**src/rtl/load_store_unit.sv**
```systemverilog
// Memory-stage load/store unit: valid/ready request port, FIFO store buffer with
// youngest-match load forwarding, lazy store drain and a registered load-miss path.
module load_store_unit #(
  parameter int DEPTH = 4,
  parameter int AW    = 32,
  parameter int DW    = 32
) (
  input  logic          in_clk,
  input  logic          in_reset_n,
  input  logic          in_req_valid,
  output logic          out_req_ready,
  input  logic          in_req_write,
  input  logic [AW-1:0] in_req_addr,
  input  logic [DW-1:0] in_req_data,
  input  logic          in_drain,
  output logic          out_load_valid,
  output logic [DW-1:0] out_load_data,
  output logic          out_sb_empty,
  output logic          out_mem_read,
  output logic          out_mem_write,
  output logic [AW-1:0] out_mem_addr,
  output logic [DW-1:0] out_mem_data,
  input  logic [DW-1:0] in_mem_data
);

  localparam int PW = $clog2(DEPTH);
  localparam int CW = PW + 1;

  typedef enum logic [0:0] {
    IDLE = 1'b0,
    LOAD = 1'b1
  } state_t;

  state_t        state_r;
  logic [PW-1:0] head_r;
  logic [PW-1:0] tail_r;
  logic [CW-1:0] count_r;
  logic [AW-1:0] sb_addr_r [DEPTH];
  logic [DW-1:0] sb_data_r [DEPTH];
  logic [AW-1:0] load_addr_r;
  logic          load_valid_r;
  logic [DW-1:0] load_data_r;

  logic          full_s;
  logic          ready_s;
  logic          accept_s;
  logic          drain_s;
  logic          fwd_hit_s;
  logic [DW-1:0] fwd_data_s;
  logic [PW-1:0] fwd_idx_s;
  logic          fwd_match_s;

  // Handshake and drain qualification; ready is held low while reset is asserted.
  always_comb begin
    full_s   = (count_r == CW'(DEPTH));
    ready_s  = in_reset_n && (state_r == IDLE) && !full_s && !in_drain;
    accept_s = in_req_valid && ready_s;
    drain_s  = (state_r == IDLE) && (count_r != CW'(0)) &&
               (!in_req_valid || full_s || in_drain);
  end

  // Forwarding search from oldest to youngest so the youngest match overrides.
  always_comb begin
    fwd_hit_s   = 1'b0;
    fwd_data_s  = '0;
    fwd_idx_s   = '0;
    fwd_match_s = 1'b0;
    for (int i = 0; i < DEPTH; i++) begin
      fwd_idx_s   = head_r + PW'(i);
      fwd_match_s = (CW'(i) < count_r) && (sb_addr_r[fwd_idx_s] == in_req_addr);
      fwd_hit_s   = fwd_match_s ? 1'b1 : fwd_hit_s;
      fwd_data_s  = fwd_match_s ? sb_data_r[fwd_idx_s] : fwd_data_s;
    end
  end

  // Data-memory port: miss read in LOAD, head write on a drain cycle, otherwise idle.
  always_comb begin
    out_mem_read  = 1'b0;
    out_mem_write = 1'b0;
    out_mem_addr  = '0;
    out_mem_data  = '0;
    if (state_r == LOAD) begin
      out_mem_read = 1'b1;
      out_mem_addr = load_addr_r;
    end else if (drain_s) begin
      out_mem_write = 1'b1;
      out_mem_addr  = sb_addr_r[head_r];
      out_mem_data  = sb_data_r[head_r];
    end else begin
      out_mem_read  = 1'b0;
      out_mem_write = 1'b0;
    end
  end

  // Control FSM, store-buffer state and registered load response.
  always_ff @(posedge in_clk or negedge in_reset_n) begin
    if (!in_reset_n) begin
      state_r      <= IDLE;
      head_r       <= '0;
      tail_r       <= '0;
      count_r      <= '0;
      load_addr_r  <= '0;
      load_valid_r <= 1'b0;
      load_data_r  <= '0;
      for (int i = 0; i < DEPTH; i++) begin
        sb_addr_r[i] <= '0;
        sb_data_r[i] <= '0;
      end
    end else begin
      load_valid_r <= 1'b0;
      case (state_r)
        IDLE: begin
          if (accept_s && in_req_write) begin
            sb_addr_r[tail_r] <= in_req_addr;
            sb_data_r[tail_r] <= in_req_data;
            tail_r            <= tail_r + PW'(1);
            count_r           <= count_r + CW'(1);
          end else if (accept_s) begin
            if (fwd_hit_s) begin
              load_data_r  <= fwd_data_s;
              load_valid_r <= 1'b1;
            end else begin
              load_addr_r <= in_req_addr;
              state_r     <= LOAD;
            end
          end else if (drain_s) begin
            // Never coincides with an enqueue: drain only runs when nothing is accepted.
            head_r  <= head_r + PW'(1);
            count_r <= count_r - CW'(1);
          end
        end
        LOAD: begin
          load_data_r  <= in_mem_data;
          load_valid_r <= 1'b1;
          state_r      <= IDLE;
        end
        default: state_r <= IDLE;
      endcase
    end
  end

  assign out_req_ready  = ready_s;
  assign out_load_valid = load_valid_r;
  assign out_load_data  = load_data_r;
  assign out_sb_empty   = (count_r == CW'(0));

endmodule

```
**config.mk**
```make
export PLATFORM = sky130hd
export DESIGN_NAME = load_store_unit
export DESIGN_NICKNAME = d
export VERILOG_FILES = /design/src/rtl/load_store_unit.sv
export SDC_FILE = /design/constraint.sdc
export NUM_CORES = 1
export LEC_CHECK = 0
export ABC_AREA = 1
export CORE_MARGIN = 4
export CORE_UTILIZATION = 25
export DETAILED_ROUTE_END_ITERATION = 8
export GPL_ROUTABILITY_DRIVEN = 0
export GPL_TIMING_DRIVEN = 0
export SLEW_MARGIN = 20
export SYNTH_ARGS = -nofsm -noshare
export SYNTH_HDL_FRONTEND = slang
export SYNTH_SLANG_ARGS = --single-unit
```
**constraint.sdc**
```tcl
create_clock -name in_clk -period 6.9 [get_ports in_clk]
set_input_delay 1.725 -clock in_clk [delete_from_list [all_inputs] [get_ports in_clk]]
set_output_delay 1.725 -clock in_clk [all_outputs]
set_load 0.03 [all_outputs]
```
---- Yosys cells after proc, flatten, opt, wreduce, memory -nomap -nowiden ----
Cells that the tools add are included.
word-level totals
  register bits ........................... 329
  bits of input ports ..................... 101
  output and inout bits ................... 101
  word-level logic and storage cells ...... 132
cells by class
  $add $sub $neg .......................... 6
  magnitude comparators ................... 10
  equality and inequality tests ........... 9
  muxes and demuxes ....................... 58
  bitwise gates (word level) .............. 9
  reductions and logical operators ........ 25
operator list
  operator             count
  $mux 32              28
  $bmux 32 s2          8
  $bwmux 128           2
  $eq 32x32->1         4
  $demux 32 s2         1
  $pmux 32 s2          1
  $ge 3x3->1 const B   5
  $not 2->3            5
  $mux 1               13
  $logic_and 1x1->1    12
  $mux 3               3
  $reduce_and 4->1     2
  $lt 1x3->1 const A   2
  $lt 2x3->1 const A   2
  $ne 2x2->1 const B   3
  $reduce_and 3->1     2
  $add 2x1->2 const B  2
  $add 2x2->2 const B  2
  $not 1->1            4
  $pmux 1 s2           2
  $add 3x1->3 const B  1
  $eq 3x3->1 const B   1
  $logic_not 1->1      3
  $logic_not 3->1      1
  7 further kinds      8

---- Depth between registers and ports, before layout ----
Gate-level depths: netlist of run 1.
  depth after elaboration ................. 14
  depth in mapped cells ................... 23
  mapped depth without buffers ............ 19

---- Worst setup path after synthesis of run 1 ----
Ideal clock, no wire load.
  path kind ............................... input-to-output
  start point ............................. input port in_drain
  end point ............................... output port out_mem_addr[13]
  data arrival time ....................... 3676 ps
  required time ........................... 5175 ps
  setup slack ............................. 1499 ps
  stages .................................. 6
  buffers on the path ..................... 2
  cell sequence ........................... nor2_1 a21boi_1 inv_1 clkbuf_1 clkbuf_1 o21ai_0
between the ends
  longest elaborated chain between the ends .. 4
ends and longest elaborated chain
  what                line  RTL
  start: declaration  15    input logic in_drain,
  $logic_or 1x1->1    59    (!in_req_valid || full_s || in_drain);
  $logic_and 1x1->1   58    drain_s = (state_r == IDLE) && (count_r != CW'(0)) &&
  $mux 32             85    end else if (drain_s) begin
  $mux 32             82    if (state_r == LOAD) begin
  end: declaration    21    output logic [AW-1:0] out_mem_addr,
No other way between the ends.

---- Worst setup path in the final report of run 1 ----
  start point ............................. input port in_drain
  end point ............................... output port out_mem_addr[29]
The elaborated chain is that of the path after synthesis.

==> impl_metrics.ini, run 1 <==
[run_status]
outcome = complete, no violations

[synthesis]
synth_area_mm2 = 0.02243
synth_seq_area_share_pct = 36.70
ys_ff_latch = 329
synthAdderAreaFrac_pct = 0.4462
synth-compound-area-share_pct = 16.25
yosysTopAreaCell = dfrtp_1
yosysMostFrequentCell = nand2_1
synth_fp_nets = 3709
syn_inst = 3600
ys_warn_count = 0
synth_top_area_share_pct = 36.70
synth_edf_count = 0
synth_top_family_by_area = simple AND/OR/NAND/NOR gates
yosys_most_used_dff = dfrtp_1
postSynthAreaPerCell_um2 = 6.232
synthTopCellsByCount = 1,584 x nand2_1, 533 x o21ai_0, 329 x dfrtp_1
synth_xor_area_share_pct = 0.7418
postSynth.asyncResetShare_pct = 100.0
synth.area.top_cells = dfrtp_1 37%, nand2_1 27%, o21ai_0 12%, nand3_1 5.9%, inv_1 4.3%
synthSimpleGateAreaFrac_pct = 35.21
synth_cell_types = 30
synth.area.mux_share_pct = 1.428

[final_layout]
fill_cells = 9787
area.sequential_mm2 = 0.008233
syn2layout_area_growth_pct = 21.58
post-route-cell-area_mm2 = 0.02727
nets = 3953
drive_above_1_share_pct = 4.343
multi_input_area_mm2 = 0.01214

[sta]
hold-worst-slack_ns = 0.4760
worst_slew_pin_slew_ns = 1.159
slew-limit-headroom_pct = 22.73
setup_viol_count_final = 0
finalCritPeriodShare_pct = 98.60
finalClockSkew_ns = 0.03053
timing.final.max_slew_violations = 0
tns_ns = 0
fin_crit_ns = 6.803
timing.final.hold_violations = 0
rsz0062_at_grt = no
fmax_ghz = 0.1470

[clock_network]
postCtsSetupRepairBufs = 0
htreeDepth = 2
clkTransAtPathRegs_ns = 0.06
clock-sinks = 329
clockRootBuffer = clkbuf_16
cts.path.max_buffers = 3
cts_tree = built
clk_latency_ns = 0.57
cts_buffers = 36

[floorplan]
dieArea_mm2 = 0.09459
initial_core_util_pct = 25.31
io_pins = 202
coreArea_mm2 = 0.08865
chipHeight_um = 307.6
rows = 109
dieWidth_um = 307.6

[global_routing]
grt_overflow = 0
grtUsageTotal_pct = 21.66
antenna_found_initial = 6
first_global_vias = 23870
grt_first_pass_wirelength_um = 155100
grt_max_degree = 88

[critical_path]
cp_max_fo = 10
slowest_stage = clkdlybuf4s50_1
crit_path_max_incr_delay_ns = 0.82
r2r_cells = 17
ff2ff_setup_slack_ns = 2.50
path_cells = clkdlybuf4s50_1 -> nor2_1 -> a21boi_2 -> inv_1 -> clkbuf_1 -> o21ai_0 -> clkdlybuf4s50_1
arrival_ns = 5.08
timing.rr.start = head_r[1]$_DFFE_PN0P_
cp.required_ns = 5.18
crit_path_start_kind = primary input
worst_path_most_repeated_cell = clkdlybuf4s50_1
reg2reg_to = out_load_data[27]$_DFFE_PN0P_
crit_type = in -> out
end_kind = output port

[routing]
drt_iter0_markers = 3548
wl_per_cell_um = 21.13
antenna_left = 0
wirelength_um = 106400
num_vias = 25930
drt_first_pass_iters = 9
drc_errors = 0
post_drt_via_cell_ratio = 5.148

[worst_hold_path]
holdPathStages = 2
min_to = out_load_data[30]$_DFFE_PN0P_
hold_class = reg -> reg
worstHoldStart = out_load_data[30]$_DFFE_PN0P_

[power]
power_density_mw_per_mm2 = 513.2
p_total_w = 0.01400
leakage_nw = 13.18
ir_worst_vdd_uv = 266.2

[placement]
dp_hpwl_um = 78030
place_area_mm2 = 0.02603
numPortBuffers = 201

[flow_run]
maxCapViolCount = 0
[power breakdown]
group | total [W] | internal (W) | switching (W) | leakage, nW
clock network | 0.00206 | 0.00121 | 0.000855 | 0.602
logic | 0.00862 | 0.00256 | 0.00606 | 8.29
registers | 0.00332 | 0.00270 | 0.000617 | 4.29
total | 0.0140 | 0.00646 | 0.00753 | 13.2
[logic make-up after synthesis]
group                    Yosys count
flip-flops                       329
AO/OA/AOI/OAI                    717
XOR/XNOR                          19
multiplexers                      32
AND/OR/NAND/NOR                 2001
adder cells (fa/ha/maj)            8
buffers and inverters            494
[worst max path at each step]
stage,startpoint,depth (start not counted),endpoint
6_report,in_drain,7,out_mem_addr[29]
5_1_grt,in_drain,7,out_mem_addr[29]
4_1_cts,in_drain,7,out_mem_addr[29]
3_5_place_dp,in_drain,8,out_mem_addr[22]
3_3_place_gp,in_reset_n,1,out_load_valid$_DFF_PN0_
2_1_floorplan,in_drain,6,out_mem_addr[13]
[sequential cells by signal (all words and copies together), names as in the netlist]
register,cells
head_r,2
load_addr_r,32
tail_r,2
count_r,3
out_load_data,32
sb_data_r,128
sb_addr_r,128
out_load_valid,1
state_r,1
[critical path, delay by kind of cell]
kind | cells | cell delay, ns
simple gates | 1 | 0.12
buf+inv | 4 | 1.97
compound gates | 2 | 1.26
[cell usage in the layout, fill, tap and decap left out, types with 19 or more instances in the layout]
master	netlist	layout
a21oi_1	96	96
buf_2	52	52
clkbuf_1	133	137
clkbuf_16	0	36
clkdlybuf4s50_1	0	200
dfrtp_1	329	329
inv_1	257	257
mux2i_1	32	32
nand2_1	1584	1584
nand3_1	264	264
nor2_1	137	135
o21ai_0	533	531
o21ai_1	69	71
xor2_1	19	19
[layout make-up]
cell class	count	area share (%)
Multi-Input combinational cell	2777	44.51
Antenna cell	4	0.03670
Clock buffer	50	3.826
Clock inverter	12	0.6514
Inverter	267	3.674
Timing Repair Buffer	206	7.854
Sequential cell	329	30.18
Tap cell	1165	5.344
Buffer	227	3.918
[routing by layer]
layer / global-route usage [%] / vias to the layer above / routed length [um]
met5: 0 / - / 27
met4: 12.76 / 4 / 7430
met3: 4.903 / 416 / 11890
met2: 32.42 / 1633 / 44640
met1: 28.63 / 11910 / 42460
li1: - / 11970 / -
[repair_timing]
item	4_1_cts	5_1_grt
endpoints found under the hold margin	0	0
pin swaps	0	0
endpoints found under the setup margin	23	2
hold buffers	0	0
gates resized for setup	3	3
[stage by stage]
step	setup slack, ns	utilization, %	instances
floorplan	1.499	-	3600
global placement	-11.02	29.22	4966
detailed placement	-0.4905	29.37	4971
CTS	0.1254	30.75	5033
global route	0.02230	30.76	5034
finish	0.09659	30.77	5037
Note: power is estimated with default switching activity, not from simulation.
==> run 2, diff against run 1 <==
--- a/config.mk
+++ b/config.mk
@@ -11,6 +11,7 @@
 export DETAILED_ROUTE_END_ITERATION = 8
 export GPL_ROUTABILITY_DRIVEN = 0
 export GPL_TIMING_DRIVEN = 0
+export SKIP_LAST_GASP = 1
 export SLEW_MARGIN = 20
 export SYNTH_ARGS = -nofsm -noshare
 export SYNTH_HDL_FRONTEND = slang
==> constraint.sdc (replaced) <==
create_clock -name in_clk -period 6.9 [get_ports in_clk]
set_input_delay 1.725 -clock in_clk [delete_from_list [all_inputs] [get_ports in_clk]]
set_output_delay 1.725 -clock in_clk [all_outputs]
set_load 0.02 [all_outputs]
==> run 2 against run 1 <==
Global-route usage unchanged. Via count is 0.13% lower. Worst hold slack about the same. Largest cell class unchanged. Critical path depth increased by 1. Combinational power decreased by 2.4%.
==> impl_metrics.ini, run 2 (synthesis gave the netlist of run 1 again) <==
[critical_path]
cp.required_ns = 5.18
end_kind = output port
timing.rr.start = head_r[1]$_DFFE_PN0P_
crit_path_start_kind = primary input
arrival_ns = 5.04
crit_type = in -> out
startpoint = in_drain
cp_max_fo = 10

[sta]
fin_crit_ns = 6.765
setup_ws_ns = 0.1349
worst_slew_pin_slew_ns = 1.190
timing.final.hold_violations = 0
tns_ns = 0
finalCritPeriodShare_pct = 98.04
fmax_ghz = 0.1478
hold-worst-slack_ns = 0.4763
finalClockSkew_ns = 0.03248
setup_viol_count_final = 0
timing.final.max_slew_violations = 0
slew-limit-headroom_pct = 20.70
rsz0062_at_grt = no

[placement]
dp_hpwl_um = 78030
numPortBuffers = 201
dp_slack_ns = -0.4241
place_area_mm2 = 0.02603

[routing]
antenna_left = 0
wl_per_cell_um = 21.12
num_vias = 25890
drt_iter0_markers = 3652
drt_first_pass_iters = 7
post_drt_via_cell_ratio = 5.142
drc_errors = 0
wirelength_um = 106400

[power]
leakage_nw = 13.19
power_density_mw_per_mm2 = 505.3
ir_worst_vdd_uv = 269.0

[clock_network]
clk_latency_ns = 0.57
cts.path.max_buffers = 3
cts_buffers = 36
clock-sinks = 329
htreeDepth = 2
ctsHoldBuffers = 0
clkTransAtPathRegs_ns = 0.06
cts_tree = built
clockRootBuffer = clkbuf_16

[global_routing]
gr-usage-met2_pct = 32.42
grtUsageTotal_pct = 21.66
grt_busiest_layer = met2
grt_first_pass_wirelength_um = 155100
met3_usage_pct = 4.903
grt_overflow = 0
gr-usage-met1_pct = 28.63
first_global_vias = 23860
antenna_found_initial = 5
grt_max_degree = 88

[final_layout]
post-route-cell-area_mm2 = 0.02728
fin_util_pct = 30.77
final_cell_mix = 1,584 x nand2_1, 532 x o21ai_0, 329 x dfrtp_1
layout.cells.most_common = nand2_1
syn2layout_area_growth_pct = 21.60
reg_top3 = sb_addr_r: 128 flops, sb_data_r: 128 flops
nets = 3953
fill_cells = 9789
drive_above_1_share_pct = 4.317

[worst_hold_path]
worstHoldStart = out_load_data[30]$_DFFE_PN0P_
hold_class = reg -> reg

[floorplan]
dieWidth_um = 307.6
coreArea_mm2 = 0.08865
initial_core_util_pct = 25.31
io_pins = 202
chipHeight_um = 307.6
rows = 109
dieArea_mm2 = 0.09459

[run_status]
outcome = complete, no violations

[flow_run]
maxCapViolCount = 0
==> run 2: critical path: stages <==
cell and delay (ns):
clkdlybuf4s50_1 0.54, nor2_1 0.28, a21boi_4 0.16, inv_1 0.12
clkbuf_1 0.75, clkbuf_1 0.59, o21ai_1 0.26, clkdlybuf4s50_1 0.60
==> run 2: timing repair <==
action | in CTS | in global routing
setup endpoints to repair | 19 | 3
resized for setup | 2 | 3
setup buffers | 0 | 0
==> run 2: final cells by class <==
cell class                 instances  area (um^2)  area share (%)
inverter                         267         1002           3.674
antenna                            3        7.507         0.02752
clock buffer                      50         1044           3.825
clock inverter                    12        177.7          0.6513
timing repair buffer             206         2142           7.852
buffer                           227         1067           3.912
sequential                       329         8233           30.18
tap                             1165         1458           5.344
multi-input combinational       2777        12150           44.53
==> run 2: metal layers <==
layer | vias up | part of all wire [%]
met5 | - | 0.025
met4 | 4 | 6.9
met3 | 391 | 11
met2 | 1587 | 42
met1 | 11970 | 40
li1 | 11940 | -
==> run 2: report_power, final <==
part	internal [W]	total (W)	switching (W)
registers	0.00270	0.00332	0.000618
logic	0.00256	0.00841	0.00584
clock network	0.00121	0.00206	0.000856
total	0.00647	0.0138	0.00732
==> run 2: final timing paths <==
path                                                       to  slack, ns  cells after the start
min in group asynchronous         load_addr_r[20]$_DFFE_PN0P_       1.02                      1
worst min-delay path            out_load_data[30]$_DFFE_PN0P_       0.48                      2
worst max register to register  out_load_data[27]$_DFFE_PN0P_       2.46                     17
worst min register to register  out_load_data[30]$_DFFE_PN0P_       0.48                      2
worst max-delay path                         out_mem_addr[22]       0.13                      8
max in group asynchronous       out_load_data[28]$_DFFE_PN0P_       4.74                      3
==> run 2: per-stage QoR <==
stage	total power [W]	instances
2_1_floorplan	0.008112	3600
3_3_place_gp	0.01127	4966
3_5_place_dp	0.01136	4971
4_1_cts	0.01346	5033
5_1_grt	0.01457	5034
6_report	0.01378	5036
